### src/rtl/riscv_pkg.sv
`default_nettype none
// +------------------------------------------------------------------+
// | riscv_pkg: opcodes, format codes and decoded-entry layout shared |
// | by the operand-fetch stage and its decoder.  Rev 1.0             |
// +------------------------------------------------------------------+
package riscv_pkg;

  localparam logic [6:0] OP_R      = 7'b0110011;
  localparam logic [6:0] OP_IMM    = 7'b0010011;
  localparam logic [6:0] OP_LOAD   = 7'b0000011;
  localparam logic [6:0] OP_JALR   = 7'b1100111;
  localparam logic [6:0] OP_STORE  = 7'b0100011;
  localparam logic [6:0] OP_BRANCH = 7'b1100011;
  localparam logic [6:0] OP_LUI    = 7'b0110111;
  localparam logic [6:0] OP_AUIPC  = 7'b0010111;
  localparam logic [6:0] OP_JAL    = 7'b1101111;
  localparam logic [6:0] OP_SYSTEM = 7'b1110011;

  localparam logic [31:0] NOP = 32'h00000013;

  typedef enum logic [2:0] {
    FMT_R   = 3'd0,
    FMT_I   = 3'd1,
    FMT_S   = 3'd2,
    FMT_B   = 3'd3,
    FMT_U   = 3'd4,
    FMT_J   = 3'd5,
    FMT_SYS = 3'd6,
    FMT_ILL = 3'd7
  } fmt_e;

  // XLEN-wide fields (pc, imm) live in separate arrays so this layout stays XLEN-agnostic.
  typedef struct packed {
    logic [31:0] instr;
    logic [4:0]  rs1;
    logic [4:0]  rs2;
    logic [4:0]  rd;
    logic        rs1_en;
    logic        rs2_en;
    logic        rd_en;
    logic        is_imm;
    fmt_e        fmt;
    logic        illegal;
  } dec_t;

endpackage
`default_nettype wire

### src/rtl/of_imm_gen.sv
`default_nettype none
// +------------------------------------------------------------------+
// | of_imm_gen: combinational decode of one instruction into imm,    |
// | register addresses/enables, format, is_imm and illegal. Rev 1.0  |
// +------------------------------------------------------------------+
module of_imm_gen
  import riscv_pkg::*;
#(
  parameter int XLEN = 32
) (
  input  logic [31:0]     instr,
  output logic [XLEN-1:0] imm,
  output logic [4:0]      rs1,
  output logic [4:0]      rs2,
  output logic [4:0]      rd,
  output logic            rs1_en,
  output logic            rs2_en,
  output logic            rd_en,
  output logic            is_imm,
  output logic [2:0]      fmt,
  output logic            illegal
);

  fmt_e fmt_w;
  logic rs1_use, rs2_use, rd_use;

  // Every supported opcode ends in 2'b11, so a full 7-bit match also rejects compressed encodings.
  always_comb begin
    fmt_w   = FMT_ILL;
    rs1_use = 1'b0;
    rs2_use = 1'b0;
    rd_use  = 1'b0;
    is_imm  = 1'b0;
    case (instr[6:0])
      OP_R:                      begin fmt_w = FMT_R;   rs1_use = 1'b1; rs2_use = 1'b1; rd_use = 1'b1; end
      OP_IMM, OP_LOAD, OP_JALR:  begin fmt_w = FMT_I;   rs1_use = 1'b1; rd_use = 1'b1; is_imm = 1'b1; end
      OP_STORE:                  begin fmt_w = FMT_S;   rs1_use = 1'b1; rs2_use = 1'b1; end
      OP_BRANCH:                 begin fmt_w = FMT_B;   rs1_use = 1'b1; rs2_use = 1'b1; end
      OP_LUI, OP_AUIPC:          begin fmt_w = FMT_U;   rd_use = 1'b1; end
      OP_JAL:                    begin fmt_w = FMT_J;   rd_use = 1'b1; end
      OP_SYSTEM:                 begin fmt_w = FMT_SYS; rs1_use = 1'b1; rd_use = 1'b1; is_imm = 1'b1; end
      default:                   ;
    endcase
  end

  always_comb begin
    imm = {XLEN{instr[31]}};
    case (fmt_w)
      FMT_I, FMT_SYS: imm[11:0] = instr[31:20];
      FMT_S:          imm[11:0] = {instr[31:25], instr[11:7]};
      FMT_B:          imm[12:0] = {instr[31], instr[7], instr[30:25], instr[11:8], 1'b0};
      FMT_U:          imm[31:0] = {instr[31:12], 12'b0};
      FMT_J:          imm[20:0] = {instr[31], instr[19:12], instr[20], instr[30:21], 1'b0};
      default:        imm = '0;
    endcase
  end

  assign rs1_en  = rs1_use;
  assign rs2_en  = rs2_use;
  assign rd_en   = rd_use && (instr[11:7] != 5'd0);
  assign rs1     = rs1_en ? instr[19:15] : 5'd0;
  assign rs2     = rs2_en ? instr[24:20] : 5'd0;
  assign rd      = rd_en  ? instr[11:7]  : 5'd0;
  assign fmt     = fmt_w;
  assign illegal = (fmt_w == FMT_ILL);

endmodule
`default_nettype wire

### src/rtl/of_stage_pipe.sv
`default_nettype none
// +------------------------------------------------------------------+
// | of_stage_pipe: operand-fetch/decode stage with a DEPTH-entry     |
// | in-order queue, valid/ready on both sides and flush. Rev 1.0     |
// +------------------------------------------------------------------+
module of_stage_pipe
  import riscv_pkg::*;
#(
  parameter int XLEN  = 32,
  parameter int DEPTH = 2
) (
  input  logic                       clk2,
  input  logic                       rst,
  input  logic                       flush,
  input  logic                       in_valid,
  output logic                       in_ready,
  input  logic [XLEN-1:0]            in_pc,
  input  logic [31:0]                in_instr,
  output logic                       out_valid,
  input  logic                       out_ready,
  output logic [XLEN-1:0]            out_pc,
  output logic [31:0]                out_instr,
  output logic [4:0]                 out_rs1,
  output logic [4:0]                 out_rs2,
  output logic [4:0]                 out_rd,
  output logic                       out_rs1_en,
  output logic                       out_rs2_en,
  output logic                       out_rd_en,
  output logic [XLEN-1:0]            out_imm,
  output logic                       out_is_imm,
  output logic [2:0]                 out_fmt,
  output logic                       out_illegal,
  output logic [$clog2(DEPTH+1)-1:0] occupancy
);

  localparam int PW = (DEPTH > 1) ? $clog2(DEPTH) : 1;
  localparam int OW = $clog2(DEPTH+1);

  logic [XLEN-1:0] dec_imm;
  logic [2:0]      dec_fmt;
  dec_t            dec_ent;

  of_imm_gen #(.XLEN(XLEN)) u_dec (
    .instr   (in_instr),
    .imm     (dec_imm),
    .rs1     (dec_ent.rs1),
    .rs2     (dec_ent.rs2),
    .rd      (dec_ent.rd),
    .rs1_en  (dec_ent.rs1_en),
    .rs2_en  (dec_ent.rs2_en),
    .rd_en   (dec_ent.rd_en),
    .is_imm  (dec_ent.is_imm),
    .fmt     (dec_fmt),
    .illegal (dec_ent.illegal)
  );
  assign dec_ent.instr = in_instr;
  assign dec_ent.fmt   = fmt_e'(dec_fmt);

  dec_t            ent_q [DEPTH];
  logic [XLEN-1:0] pc_q  [DEPTH];
  logic [XLEN-1:0] imm_q [DEPTH];
  logic [PW-1:0]   wr_ptr, rd_ptr;
  logic            push, pop;

  function automatic logic [PW-1:0] ptr_next(input logic [PW-1:0] p);
    return (p == PW'(DEPTH-1)) ? '0 : p + 1'b1;
  endfunction

  assign in_ready  = (occupancy < OW'(DEPTH));
  assign out_valid = (occupancy != '0);
  assign push      = in_valid && in_ready;
  assign pop       = out_valid && out_ready;

  always_ff @(posedge clk2) begin
    if (!rst || flush) begin
      occupancy <= '0;
      wr_ptr    <= '0;
      rd_ptr    <= '0;
    end else begin
      if (push) wr_ptr <= ptr_next(wr_ptr);
      if (pop)  rd_ptr <= ptr_next(rd_ptr);
      if (push && !pop)      occupancy <= occupancy + 1'b1;
      else if (pop && !push) occupancy <= occupancy - 1'b1;
    end
  end

  // Storage has no reset; the empty-queue output mux hides stale slots.
  always_ff @(posedge clk2) begin
    if (rst && !flush && push) begin
      ent_q[wr_ptr] <= dec_ent;
      pc_q[wr_ptr]  <= in_pc;
      imm_q[wr_ptr] <= dec_imm;
    end
  end

  dec_t head;
  assign head = ent_q[rd_ptr];

  assign out_pc      = out_valid ? pc_q[rd_ptr]  : '0;
  assign out_imm     = out_valid ? imm_q[rd_ptr] : '0;
  assign out_instr   = out_valid ? head.instr    : NOP;
  assign out_rs1     = out_valid ? head.rs1      : 5'd0;
  assign out_rs2     = out_valid ? head.rs2      : 5'd0;
  assign out_rd      = out_valid ? head.rd       : 5'd0;
  assign out_rs1_en  = out_valid && head.rs1_en;
  assign out_rs2_en  = out_valid && head.rs2_en;
  assign out_rd_en   = out_valid && head.rd_en;
  assign out_is_imm  = out_valid && head.is_imm;
  assign out_illegal = out_valid && head.illegal;
  assign out_fmt     = out_valid ? head.fmt      : 3'd0;

endmodule
`default_nettype wire

### config.mk
export PLATFORM = sky130hd
export DESIGN_NAME = of_stage_pipe
export DESIGN_NICKNAME = d
export VERILOG_FILES = /design/src/rtl/riscv_pkg.sv /design/src/rtl/of_imm_gen.sv /design/src/rtl/of_stage_pipe.sv
export SDC_FILE = /design/constraint.sdc
export NUM_CORES = 1
export LEC_CHECK = 0
export ABC_AREA = 1
export CELL_PAD_IN_SITES_DETAIL_PLACEMENT = 0
export CELL_PAD_IN_SITES_GLOBAL_PLACEMENT = 2
export CORE_MARGIN = 4
export CORE_UTILIZATION = 37
export DETAILED_ROUTE_END_ITERATION = 6
export GPL_ROUTABILITY_DRIVEN = 0
export MAX_ROUTING_LAYER = met4
export PLACE_DENSITY = 0.85
export SETUP_SLACK_MARGIN = 0.3
export SLEW_MARGIN = 40
export SYNTH_ARGS = -nofsm -noshare
export SYNTH_HDL_FRONTEND = slang
export SYNTH_SLANG_ARGS = --single-unit
### constraint.sdc
create_clock -name clk2 -period 18.01 [get_ports clk2]
set_input_delay 3.602 -clock clk2 [delete_from_list [all_inputs] [get_ports clk2]]
set_output_delay 3.602 -clock clk2 [all_outputs]
set_load 0.005 [all_outputs]
==> results.py <==
metrics = {
    "power_and_ir_drop": {
        "ir_worst_vdd_v": 0.0000545,
        "leakagePower_nw": 4.46,
        "p_per_area_nw_per_um2": 95.4,
    },
    "die": {
        "io_pins": 192,
        "die_height_um": 171,
        "rows": 59,
        "fp.dieW_um": 171,
        "die-area_um2": 29200,
        "core_area_um2": 26100,
        "start_util_pct": 37.6,
    },
    "global_route": {
        "grt_max_degree": 77,
        "grt_pass1_wl_um": 36800,
        "antenna_found_initial": 0,
        "grt_usage_pct": 16.7,
        "grt_pass1_vias": 6353,
        "overflow": 0,
    },
    "sta": {
        "layout_min_cycle_time_ns": 6.68,
        "final.setup.tns_ns": 0,
        "setup_violations": 0,
        "finClkSkew_ns": 0.00958,
        "holdWs_ns": 0.467,
        "hold_viol": 0,
        "rsz0062_at_grt": "no",
        "slew_violations": 0,
        "fmax_ghz": 0.150,
        "relSlewSlack_pct": 47.5,
        "finalCritPeriodShare_pct": 37.1,
        "tightest_slew_ns": 0.788,
    },
    "clock_network": {
        "cts_buffer_depth": 3,
        "cts_tree": "built",
        "clock-sinks": 243,
        "cts-htree-levels": 1,
        "numCtsBuffers": 26,
        "cts_root_buffer": "clkbuf_16",
        "clk_pin_slew_ns": 0.06,
        "cts_setup_buffers": 0,
        "cts-resized-gates": 0,
        "clkLatencyLatePin_ns": 0.52,
        "cts_hold_buf": 0,
    },
    "layout": {
        "layout_common_cells": "nand2_1 (271), edfxtp_1 (238), clkdlybuf4s50_1 (191)",
        "areaGrowthSynthToFinish_pct": 30.8,
        "drive_above_1_share_pct": 8.76,
        "num_antenna_cells": 0,
        "final_common_cell": "nand2_1",
        "final_cells": 1351,
        "final_nets": 1070,
        "fin_area_um2": 12900,
    },
    "routing": {
        "drtIter0Drc": 523,
        "first_pass_iters": 5,
        "via_count": 6469,
        "routed_via_density": 4.79,
        "antenna_left": 0,
        "drc": 0,
        "wl_um": 24400,
        "wire_per_inst_um": 18.1,
    },
    "place": {
        "port-buffer-count": 191,
        "dp.cells": 1307,
        "place_area_um2": 12100,
        "place_hpwl_um": 15600,
    },
    "synthesis": {
        "netlist_top_cells_area": "edfxtp_1 (73%), nand2_1 (10%), a21oi_1 (6.2%)",
        "synth_top_area_share_pct": 72.7,
        "ys_seq_area_share_pct": 73.7,
        "synth_nets": 883,
        "synth_seq_cells": 243,
        "netlist_area_um2": 9830,
        "yosysUniqueCellTypes": 28,
        "synthCells": 813,
        "synth.avg_cell_area_um2": 12.1,
        "yosysWarnings": 0,
        "synth_top_area_cell": "edfxtp_1",
    },
    "critical_path": {
        "end_kind": "output port",
        "cp_max_fo": 76,
        "path_class": "flop to output port",
        "startpoint_type": "flop",
        "cp.required_ns": 14.41,
        "cp.arrival_ns": 3.08,
    },
    "min_path": {
        "hold_path.class": "flop to flop",
    },
    "flow_run": {
        "drv_cap": 0,
    },
    "status": {
        "status": "completed",
    },
}
==> worst max-delay path, stage by stage (launching register included) <==
cell	delay (ns)
dfxtp_4	0.52
inv_4	0.44
buf_6	0.52
nand2_1	0.10
a21oi_1	0.27
clkdlybuf4s50_1	0.56
==> path summary, 6_finish.rpt <==
path,to,slack [ns],cells after the start,start
max reg2reg,ent_q[0][14],15.48,7,occupancy[1]
min,wr_ptr,0.47,2,wr_ptr
max,out_imm[25],11.33,5,flop
min reg2reg,wr_ptr,0.47,2,wr_ptr
==> synthesized netlist by cell type (all sizes together) <==
cell type,count
a21oi,123
a31oi,6
buf,9
clkbuf,31
dfxtp,5
edfxtp,238
ha,1
inv,46
nand2,288
nand3,7
nand4,1
nor2,32
nor3,3
o211ai,2
o21a,1
o21ai,15
o22ai,5
==> registers in the layout, summed over array words and instances (netlist names), named ones only <==
name,cells
pc_q,64
ent_q,110
occupancy,2
wr_ptr,1
rd_ptr,1
imm_q,64
==> cell type report <==
| class | count | area [um2] |
|---|---|---|
| fill | 2352 | 13300 |
| multi-input combinational | 484 | 2260 |
| clock inverter | 11 | 71.3 |
| inverter | 46 | 175 |
| sequential | 243 | 7250 |
| tap | 335 | 419 |
| timing repair buffer | 199 | 1990 |
| clock buffer | 33 | 698 |
==> routing by layer <==
metal	wire length, um	GRT usage (%)	up-vias
met5	0	-	-
met4	597	4.00	0
met3	1300	2.54	35
met2	11200	25.9	194
met1	11300	23.5	3059
li1	-	-	3181
==> power by group <==
group          leakage [nW]  internal, mW  switching (mW)  total (mW)
Sequential             2.20         0.630         0.00368       0.633
Clock                 0.377         0.284           0.201       0.486
Combinational          1.88        0.0505          0.0569       0.107
Total                  4.46         0.965           0.262        1.23
==> metrics by stage <==
stage | setup slack [ns] | util (%) | power (mW)
after floorplan | 5.39 | - | 0.688
after global routing | 11.07 | 49.2 | 1.27
after CTS | 11.05 | 49.2 | 1.24
final | 11.33 | 49.2 | 1.23
after detailed placement | 11.63 | 46.2 | 0.754
after global placement | 11.55 | 46.2 | 0.754
==> cells by family (layout without fill, tap and decap cells) <==
| family | after synthesis | count (layout) | synth area share (%) |
|---|---|---|---|
| adders and majority gates | 1 | 1 | 0.127 |
| buffers and inverters | 86 | 289 | 3.49 |
| and+or+nand+nor | 331 | 331 | 14.1 |
| DFF | 243 | 243 | 73.7 |
| AOI/OAI and AO/OA | 152 | 152 | 8.56 |
(Power assumes the default switching activity.)
